==> src/rtl/ov_emu_pkg.sv <==
// Shared definitions for the OV2640-style sensor emulator: FSM states,
// pattern select codes and the RGB565 colour-bar palette.
package ov_emu_pkg;

    typedef enum logic [2:0] {
        S_IDLE,
        S_VSYNC,
        S_VBP,
        S_ACTIVE,
        S_HBLANK,
        S_VFP
    } ov_state_t;

    localparam logic [1:0] PAT_BARS    = 2'd0;
    localparam logic [1:0] PAT_RAMP    = 2'd1;
    localparam logic [1:0] PAT_CHECKER = 2'd2;
    localparam logic [1:0] PAT_SOLID   = 2'd3;

    localparam logic [15:0] RGB_WHITE   = 16'hFFFF;
    localparam logic [15:0] RGB_YELLOW  = 16'hFFE0;
    localparam logic [15:0] RGB_CYAN    = 16'h07FF;
    localparam logic [15:0] RGB_GREEN   = 16'h07E0;
    localparam logic [15:0] RGB_MAGENTA = 16'hF81F;
    localparam logic [15:0] RGB_RED     = 16'hF800;
    localparam logic [15:0] RGB_BLUE    = 16'h001F;
    localparam logic [15:0] RGB_BLACK   = 16'h0000;

    function automatic logic [15:0] bar_colour(input logic [2:0] idx);
        case (idx)
            3'd0:    return RGB_WHITE;
            3'd1:    return RGB_YELLOW;
            3'd2:    return RGB_CYAN;
            3'd3:    return RGB_GREEN;
            3'd4:    return RGB_MAGENTA;
            3'd5:    return RGB_RED;
            3'd6:    return RGB_BLUE;
            default: return RGB_BLACK;
        endcase
    endfunction

endpackage

==> src/rtl/ov_pattern_gen.sv <==
// Combinational test-pattern source: pixel coordinates and pattern select
// to one RGB565 pixel.
module ov_pattern_gen
    import ov_emu_pkg::*;
#(
    parameter int H_ACTIVE = 640,
    parameter int XW       = 10,
    parameter int YW       = 9
) (
    input  logic [XW-1:0] x,
    input  logic [YW-1:0] y,
    input  logic [1:0]    sel,
    output logic [15:0]   rgb
);

    logic [5:0] x6;
    logic [5:0] y6;
    logic [2:0] bar;

    // Coordinates are resized to the bit fields the patterns use, so narrow
    // geometries still produce well-defined ramp and checker values.
    always_comb begin
        x6  = 6'(x);
        y6  = 6'(y);
        bar = 3'((32'(x) * 32'd8) / 32'(H_ACTIVE));
        case (sel)
            PAT_BARS:    rgb = bar_colour(bar);
            PAT_RAMP:    rgb = {x6[4:0], y6, x6[4:0] ^ y6[4:0]};
            PAT_CHECKER: rgb = (x6[5] ^ y6[5]) ? 16'hFFFF : 16'h0000;
            default:     rgb = 16'hFFFF;
        endcase
    end

endmodule

==> src/rtl/ov_sensor_emulator.sv <==
// OV2640-style video source: registered PCLK, HREF/VSYNC line and frame
// timing, RGB565 pixels sent high byte first.
module ov_sensor_emulator
    import ov_emu_pkg::*;
#(
    parameter int H_ACTIVE    = 640,
    parameter int V_ACTIVE    = 480,
    parameter int H_BLANK     = 144,
    parameter int VSYNC_LINES = 3,
    parameter int V_BP        = 17,
    parameter int V_FP        = 10,
    parameter int PCLK_DIV    = 4
) (
    input  logic       clk_100mhz,
    input  logic       rst,
    input  logic       enable,
    input  logic [1:0] pattern_sel,
    output logic       PCLK_OV,
    output logic       HREF_OV,
    output logic       VSYNC_OV,
    output logic [7:0] OV_Data_in,
    output logic       frame_done,
    output logic [7:0] frame_cnt
);

    localparam int LINE_TICKS = 2 * H_ACTIVE + H_BLANK;
    localparam int MAX_L1     = (VSYNC_LINES > V_BP) ? VSYNC_LINES : V_BP;
    localparam int MAX_LINES  = (MAX_L1 > V_FP) ? MAX_L1 : V_FP;
    localparam int PW         = $clog2(PCLK_DIV);
    localparam int CW         = $clog2(LINE_TICKS);
    localparam int LW         = $clog2(MAX_LINES + 1);
    localparam int XW         = $clog2(H_ACTIVE + 1);
    localparam int YW         = $clog2(V_ACTIVE + 1);

    ov_state_t     state, state_n;
    logic [PW-1:0] ph, ph_n;
    logic [CW-1:0] cnt, cnt_n;
    logic [LW-1:0] line_idx, line_n, seg_last;
    logic [XW-1:0] x, x_n;
    logic [YW-1:0] y, y_n;
    logic          odd, odd_n;
    logic [1:0]    sel, sel_n;
    logic          tick, line_end, seg_end, done_n, href_n, vsync_n;
    logic [7:0]    data_n;
    logic [15:0]   rgb;

    assign tick = (ph == PW'(PCLK_DIV - 1));
    assign ph_n = tick ? '0 : ph + PW'(1);

    ov_pattern_gen #(
        .H_ACTIVE(H_ACTIVE),
        .XW      (XW),
        .YW      (YW)
    ) u_pattern (
        .x  (x_n),
        .y  (y_n),
        .sel(sel_n),
        .rgb(rgb)
    );

    always_comb begin
        state_n  = state;
        cnt_n    = cnt;
        line_n   = line_idx;
        x_n      = x;
        y_n      = y;
        odd_n    = odd;
        sel_n    = sel;
        done_n   = 1'b0;
        line_end = (cnt == CW'(LINE_TICKS - 1));
        case (state)
            S_VSYNC: seg_last = LW'(VSYNC_LINES - 1);
            S_VBP:   seg_last = LW'(V_BP - 1);
            default: seg_last = LW'(V_FP - 1);
        endcase
        seg_end = line_end && (line_idx == seg_last);

        // VSYNC, VBP and VFP share one line/tick counter pair; only the
        // exit taken at the end of the segment differs.
        if (state == S_VSYNC || state == S_VBP || state == S_VFP) begin
            if (line_end) begin
                cnt_n  = '0;
                line_n = seg_end ? '0 : line_idx + LW'(1);
            end else begin
                cnt_n = cnt + CW'(1);
            end
        end

        case (state)
            S_IDLE: begin
                if (enable) begin
                    state_n = S_VSYNC;
                    cnt_n   = '0;
                    line_n  = '0;
                    sel_n   = pattern_sel;
                end
            end
            S_VSYNC: if (seg_end) state_n = S_VBP;
            S_VBP: begin
                if (seg_end) begin
                    state_n = S_ACTIVE;
                    x_n     = '0;
                    y_n     = '0;
                    odd_n   = 1'b0;
                end
            end
            S_ACTIVE: begin
                odd_n = ~odd;
                if (odd) begin
                    if (x == XW'(H_ACTIVE - 1)) begin
                        state_n = S_HBLANK;
                        cnt_n   = '0;
                    end else begin
                        x_n = x + XW'(1);
                    end
                end
            end
            S_HBLANK: begin
                if (cnt == CW'(H_BLANK - 1)) begin
                    x_n = '0;
                    if (y == YW'(V_ACTIVE - 1)) begin
                        state_n = S_VFP;
                        cnt_n   = '0;
                        line_n  = '0;
                        y_n     = '0;
                    end else begin
                        state_n = S_ACTIVE;
                        y_n     = y + YW'(1);
                    end
                end else begin
                    cnt_n = cnt + CW'(1);
                end
            end
            S_VFP: begin
                if (seg_end) begin
                    done_n = 1'b1;
                    if (enable) begin
                        state_n = S_VSYNC;
                        sel_n   = pattern_sel;
                    end else begin
                        state_n = S_IDLE;
                    end
                end
            end
            default: state_n = S_IDLE;
        endcase

        // Outputs are derived from the next state so they change on the same tick.
        href_n  = (state_n == S_ACTIVE);
        vsync_n = (state_n == S_VSYNC);
        data_n  = href_n ? (odd_n ? rgb[7:0] : rgb[15:8]) : '0;
    end

    always_ff @(posedge clk_100mhz or posedge rst) begin
        if (rst) begin
            state    <= S_IDLE;
            cnt      <= '0;
            line_idx <= '0;
            x        <= '0;
            y        <= '0;
            odd      <= 1'b0;
            sel      <= '0;
        end else if (tick) begin
            state    <= state_n;
            cnt      <= cnt_n;
            line_idx <= line_n;
            x        <= x_n;
            y        <= y_n;
            odd      <= odd_n;
            sel      <= sel_n;
        end
    end

    always_ff @(posedge clk_100mhz or posedge rst) begin
        if (rst) begin
            ph         <= '0;
            PCLK_OV    <= 1'b0;
            HREF_OV    <= 1'b0;
            VSYNC_OV   <= 1'b0;
            OV_Data_in <= '0;
            frame_done <= 1'b0;
            frame_cnt  <= '0;
        end else begin
            ph         <= ph_n;
            PCLK_OV    <= (ph_n >= PW'(PCLK_DIV / 2));
            frame_done <= tick && done_n;
            if (tick) begin
                HREF_OV    <= href_n;
                VSYNC_OV   <= vsync_n;
                OV_Data_in <= data_n;
                if (done_n) frame_cnt <= frame_cnt + 8'd1;
            end
        end
    end

endmodule

==> config.mk <==
export PLATFORM = sky130hd
export DESIGN_NAME = ov_sensor_emulator
export DESIGN_NICKNAME = d
export VERILOG_FILES = /design/src/rtl/ov_emu_pkg.sv /design/src/rtl/ov_pattern_gen.sv /design/src/rtl/ov_sensor_emulator.sv
export SDC_FILE = /design/constraint.sdc
export NUM_CORES = 1
export LEC_CHECK = 0
export ABC_CLOCK_PERIOD_IN_PS = 3980
export BUFFER_PORTS_ARGS = -buffer_cell sky130_fd_sc_hd__buf_4
export CAP_MARGIN = 30
export CORE_MARGIN = 1.5
export CORE_UTILIZATION = 56
export DETAILED_ROUTE_END_ITERATION = 10
export GPL_ROUTABILITY_DRIVEN = 0
export PLACE_DENSITY_LB_ADDON = 0.1
export SYNTH_ARGS = -nofsm -noshare
export SYNTH_HDL_FRONTEND = slang
export SYNTH_HIERARCHICAL = 1
export SYNTH_SLANG_ARGS = --single-unit
==> constraint.sdc <==
create_clock -name clk_100mhz -period 3.98 [get_ports clk_100mhz]
set_input_delay 0.199 -clock clk_100mhz [delete_from_list [all_inputs] [get_ports clk_100mhz]]
set_output_delay 0.199 -clock clk_100mhz [all_outputs]
set_load 0.02 [all_outputs]
After elaboration in Yosys (flattened, before gate mapping) --
Cells that the tools add are included.
Word-level totals: logic and storage cells 107, bits in registers 63
Cells by class: bitwise operators 3, magnitude comparators 1, mux-type cells 48, $add $sub $neg 6, equality and inequality tests 23, divide/modulo/power cells 1, reduce and logical (&&, ||, !) cells 10
Operators with widths (number):
- one-hot mux 16 bit (7 select lines) | 1
- two-way mux 11 bit | 7
- one-hot mux 16 bit (3 select lines) | 1
- two-way mux 10 bit | 4
- one-hot mux 11 bit (3 select lines) | 1
- divider 13 x 10 -> 32 bit (second input constant) | 1
- two-way mux 5 bit | 6
- one-hot mux 10 bit (3 select lines) | 1
- two-way mux 9 bit | 3
- two-way mux 3 bit | 8
- one-hot mux 5 bit (2 select lines) | 2
- one-hot mux 3 bit (6 select lines) | 1
- one-hot mux 9 bit (2 select lines) | 1
- two-way mux 16 bit | 1
- two-way mux 8 bit | 2
- == test 3 x 2 -> 1 bit (second input constant) | 5
- == test 3 bit (second input constant) | 5
- adder 11 x 1 -> 11 bit (second input constant) | 1
- == test 11 bit (second input constant) | 1
- == test 11 x 8 -> 1 bit (second input constant) | 1
- adder 10 x 1 -> 10 bit (second input constant) | 1
- == test 10 bit (second input constant) | 1
- adder 9 x 1 -> 9 bit (second input constant) | 1
- == test 3 x 1 -> 1 bit (second input constant) | 3
- other kinds (23) | 33

Longest topological paths before layout --
depth in word-level cells 12, depth in mapped cells 19

Hierarchy --
The synthesis kept the hierarchy.
Modules (own cells, without submodules):
- ov_sensor_emulator | sequential area each 1551.5 µm², area an instance 4025.1 µm², cells each 468, instances 1
- ov_pattern_gen | sequential area each 0.0 µm², area an instance 785.8 µm², cells each 126, instances 1

Worst setup path before layout --
Ideal clock, no wire load.
path kind reg2reg, start register cnt[4], end register OV_Data_in[4], setup slack -0.314 ns, required time 3.899 ns, path buffers 2, cell stages (with the launch flop) 19, arrival 4.213 ns, path through dfrtp_1 -> or4_4 -> buf_6 -> or3_4 -> buf_6 -> a211oi_1 -> nor2_1 -> a211o_1 -> nor2_2 -> inv_2 -> ha_1 -> nor2b_2 -> a21oi_2 -> or2_1 -> mux2i_1 -> a221o_1 -> o21ai_1 -> mux2i_1 -> o2bb2ai_1
Between the ends: word-level cells in the longest chain between the ends 10, elaborated cells between the ends (all ways) 37
RTL lines:
- from (decl) | RTL line ov_sensor_emulator.sv:37 | logic [CW-1:0] cnt, cnt_n;
- from (signal assigned) | RTL line ov_sensor_emulator.sv:165 | cnt <= cnt_n;
- == test 11 bit | RTL line ov_sensor_emulator.sv:70 | line_end = (cnt == CW'(LINE_TICKS - 1));
- logical AND 1 bit | RTL line ov_sensor_emulator.sv:76 | seg_end = line_end && (line_idx == seg_last);
- two-way mux 10 bit | RTL line ov_sensor_emulator.sv:100 | if (seg_end) begin
- one-hot mux 10 bit (3 select lines) * | RTL line ov_sensor_emulator.sv:89 | case (state)
- net x_n[8] | RTL line ov_sensor_emulator.sv:39 | logic [XW-1:0] x, x_n;
- divider 13 x 10 -> 32 bit * | RTL line ov_pattern_gen.sv:25 | bar = 3'((32'(x) * 32'd8) / 32'(H_ACTIVE));
- == test 3 bit, or another cell as far along | RTL line ov_emu_pkg.sv:29 | case (idx)
- one-hot mux 16 bit (7 select lines) * | RTL line ov_emu_pkg.sv:29
- one-hot mux 16 bit (3 select lines) * | RTL line ov_pattern_gen.sv:26 | case (sel)
- net rgb[4] | RTL line ov_sensor_emulator.sv:45 | logic [15:0] rgb;
- two-way mux 8 bit * (2 in a row) | RTL line ov_sensor_emulator.sv:151 | data_n = href_n ? (odd_n ? rgb[7:0] : rgb[15:8]) : '0;
- to (signal assigned) | RTL line ov_sensor_emulator.sv:190 | OV_Data_in <= data_n;
- to (decl) | RTL line ov_sensor_emulator.sv:21 | output logic [7:0] OV_Data_in,
The timed path passes the listed nets; every way through them passes the cells marked *. The select of a mux whose other input is x is not followed. A chain may end at the register's enable or synchronous reset.

Worst setup path in the final report --
start register cnt[5], end register OV_Data_in[0]
Same word-level chain as after synthesis.

==> results.md <==
- Failing checks: negative setup slack
- DRT iter0 DRCs: 290
- CTS tree: yes
- CP delay by family, top: simple AND/OR/NAND/NOR gates
- Vias: about 4,900
- CP most frequent cell: buf_4
- Placed instance area: approximately 5300 sq um
- Worst EP arrival: ~4200 ps
- CP max FO: 5
- TritonCTS buffer count: 9
- Overflow left after global routing: 0
- Max cap viols: 0
- Via count of the first global-routing pass: 4,556
- Port bufs: 24
- VDD IR-drop max: 0.182 mV
- Final #Nets: 659
- Gate Count Post-Synth: 586
- Number of antenna-violating nets in the routed design: 0
- CP Class: reg2reg
- Worst-Margin Slew: between 1000 and 1500 ps
- Clock latency on the worst-skew pair: 350 ps
- Fin cells: ~760
- Commonest non-fill, non-tap cell in the layout: buf_4
- Placed Cells incl. Taps: ~730
- Hold crit path type: in2reg
- Largest net degree at the start of global routing: 35
- Final Hold Vio Count: 0
- Clock transition at path regs: ~70 ps
- Diode count: 0
- Layout filler cell count: approximately 680
- Setup Skew: 10.5 ps
- Root buffer cell: clkbuf_8
- Final worst-path cycle share: 100%
- FP Rows: 33
- Final wirelength: ~13,000 um
- RSZ-0062 raised after global routing: yes
- Status: finished with violations
- WL per Instance: about 18 um
- Post-Syn Area: about 4800 sq um
- Final HPWL DP: ~9500 um
- H-tree levels: 3
- Initial Util: 58.1%
- Share of layout cells above drive strength 1: about a quarter
- Worst Setup Start Kind: flip-flop
- Slowest-stage cell, CP: or4_4
- Core footprint: about 8200 sq um
- Die Ht: about 95 um
- Buf+Inv Stages, Crit Path: 3
- Setup violators final: 2
- Worst EP required: 4210 ps
- Fin. max-slew vios: 0
- Worst setup EP type: flip-flop
- Fin crit period: 3990 ps
- CTS sink cnt: 62
- PwrDens: around 210 nW/um^2
- Pre-Repair DR Iteration Count: 5
- Total track usage: 31.0%
- CTS max path bufs: 2
- Most frequent cells in the layout: buf_4 (76), nand2_1 (61), dfrtp_1 (60)
- Syn_nets: approximately 600
- Area Overhead vs Synth: 18.5%
- Synth warn: 6
- Layout Utilization: between 60% and 70%
- Io pins: 25
- Design area: 5650 sq um
- CP cell instances: or4_4 -> or3_4 -> a211oi_4 -> nor2_2 -> buf_6 -> buf_4 -> o21ai_4 -> o31ai_4 -> or4b_4 -> nor4_4 -> a31oi_2 -> a211oi_2 -> buf_4 -> o21ai_1 -> mux2i_1 -> o2bb2ai_1
- Fin worst setup slack: -7.48 ps
- Slew HR: between 30% and 40%
- Initial antenna violation count: 0
- Slowest Stage Delay on Critical Path: 560 ps
- Die area: ~9000 sq um
- Leakage: approximately 2.3 nW
- Die Wd: approximately 95 um
- # DRC: 0
- Syn Area/Cell: just over 8 sq um
- First-pass GRT wire length: 21,900 um
- Via density: 6.52
- Fmax: ~250 MHz
final timing paths:
| path | start | end | slack (ps) | depth (start not counted) |
|---|---|---|---|---|
| setup / recovery | cnt[5] | OV_Data_in[0] | -7 | 16 |
| hold / removal | pattern_sel[1] | sel[1] | 90 | 2 |
| setup reg to reg | cnt[5] | OV_Data_in[0] | -7 | 16 |
| hold reg to reg | ph[0] | ph[0] | 420 | 1 |
| max in group asynchronous | rst | x[5] | 2580 | 4 |
| min in group asynchronous | rst | odd | 510 | 3 |
worst reg2reg max path, cell delays in order, from the launching register on:
cell and delay [ps]:
dfrtp_1 380, or4_4 560, or3_4 380, a211oi_4 200
nor2_2 90, buf_6 130, buf_4 150, o21ai_4 160
o31ai_4 100, or4b_4 560, nor4_4 280, a31oi_2 170
a211oi_2 220, buf_4 170, o21ai_1 80, mux2i_1 140
o2bb2ai_1 80
repair_timing:
| item | 4_1_cts | 5_1_grt |
|---|---|---|
| hold buffers | 1 | 0 |
| buffers inserted | 4 | 4 |
| pin swaps | 10 | 18 |
| setup endpoints to repair | 5 | 8 |
| endpoints found under the hold margin | 28 | 0 |
| resized for setup | 0 | 29 |
flip-flops by register name (all words and copies together) (netlist names):
signal and count:
HREF_OV 1, OV_Data_in 8, PCLK_OV 1, VSYNC_OV 1, cnt 11, frame_cnt 8, frame_done 1, line_idx 5
odd 1, ph 1, sel 2, state 3, x 10, y 9
layer usage:
metal | GRT usage [%] | part of all wire [%] | up-vias
met5 | 0 | 0 | -
met4 | 9.70 | 2.2 | 0
met3 | 5.90 | 7.1 | 31
met2 | 48.7 | 47 | 196
met1 | 42.8 | 44 | 2397
li1 | - | - | 2313
through the flow:
stage	hold slack [ps]	setup TNS, ps	setup WS (ps)	power [mW]
final	92.0	-10.3	-7.48	1.20
after detailed placement	339	-187	-60.9	0.695
after global placement	319	0	46.9	0.694
after CTS	84.6	0	2.04	1.21
after floorplan	334	-4.34	-4.34	0.678
after global routing	85.8	-714	-132	1.24
power by group:
group          internal [mW]  total [mW]  switching, mW  leakage, nW
Sequential             0.630       0.631       0.000495        0.810
Clock                  0.230       0.515          0.285       0.0868
Combinational         0.0180      0.0529         0.0348         1.41
final cells by class:
cell class | instances | area [sq um] | share of cell area (%)
clock buffers | 10 | 128 | 2.26
multi-input cells | 475 | 3120 | 55.2
clock inverters | 6 | 47.5 | 0.841
well taps | 105 | 131 | 2.32
flip-flops and latches | 62 | 1550 | 27.5
inverters | 21 | 78.8 | 1.39
repair buffers | 78 | 592 | 10.5
No activity file was read; power rests on OpenSTA's default activity.
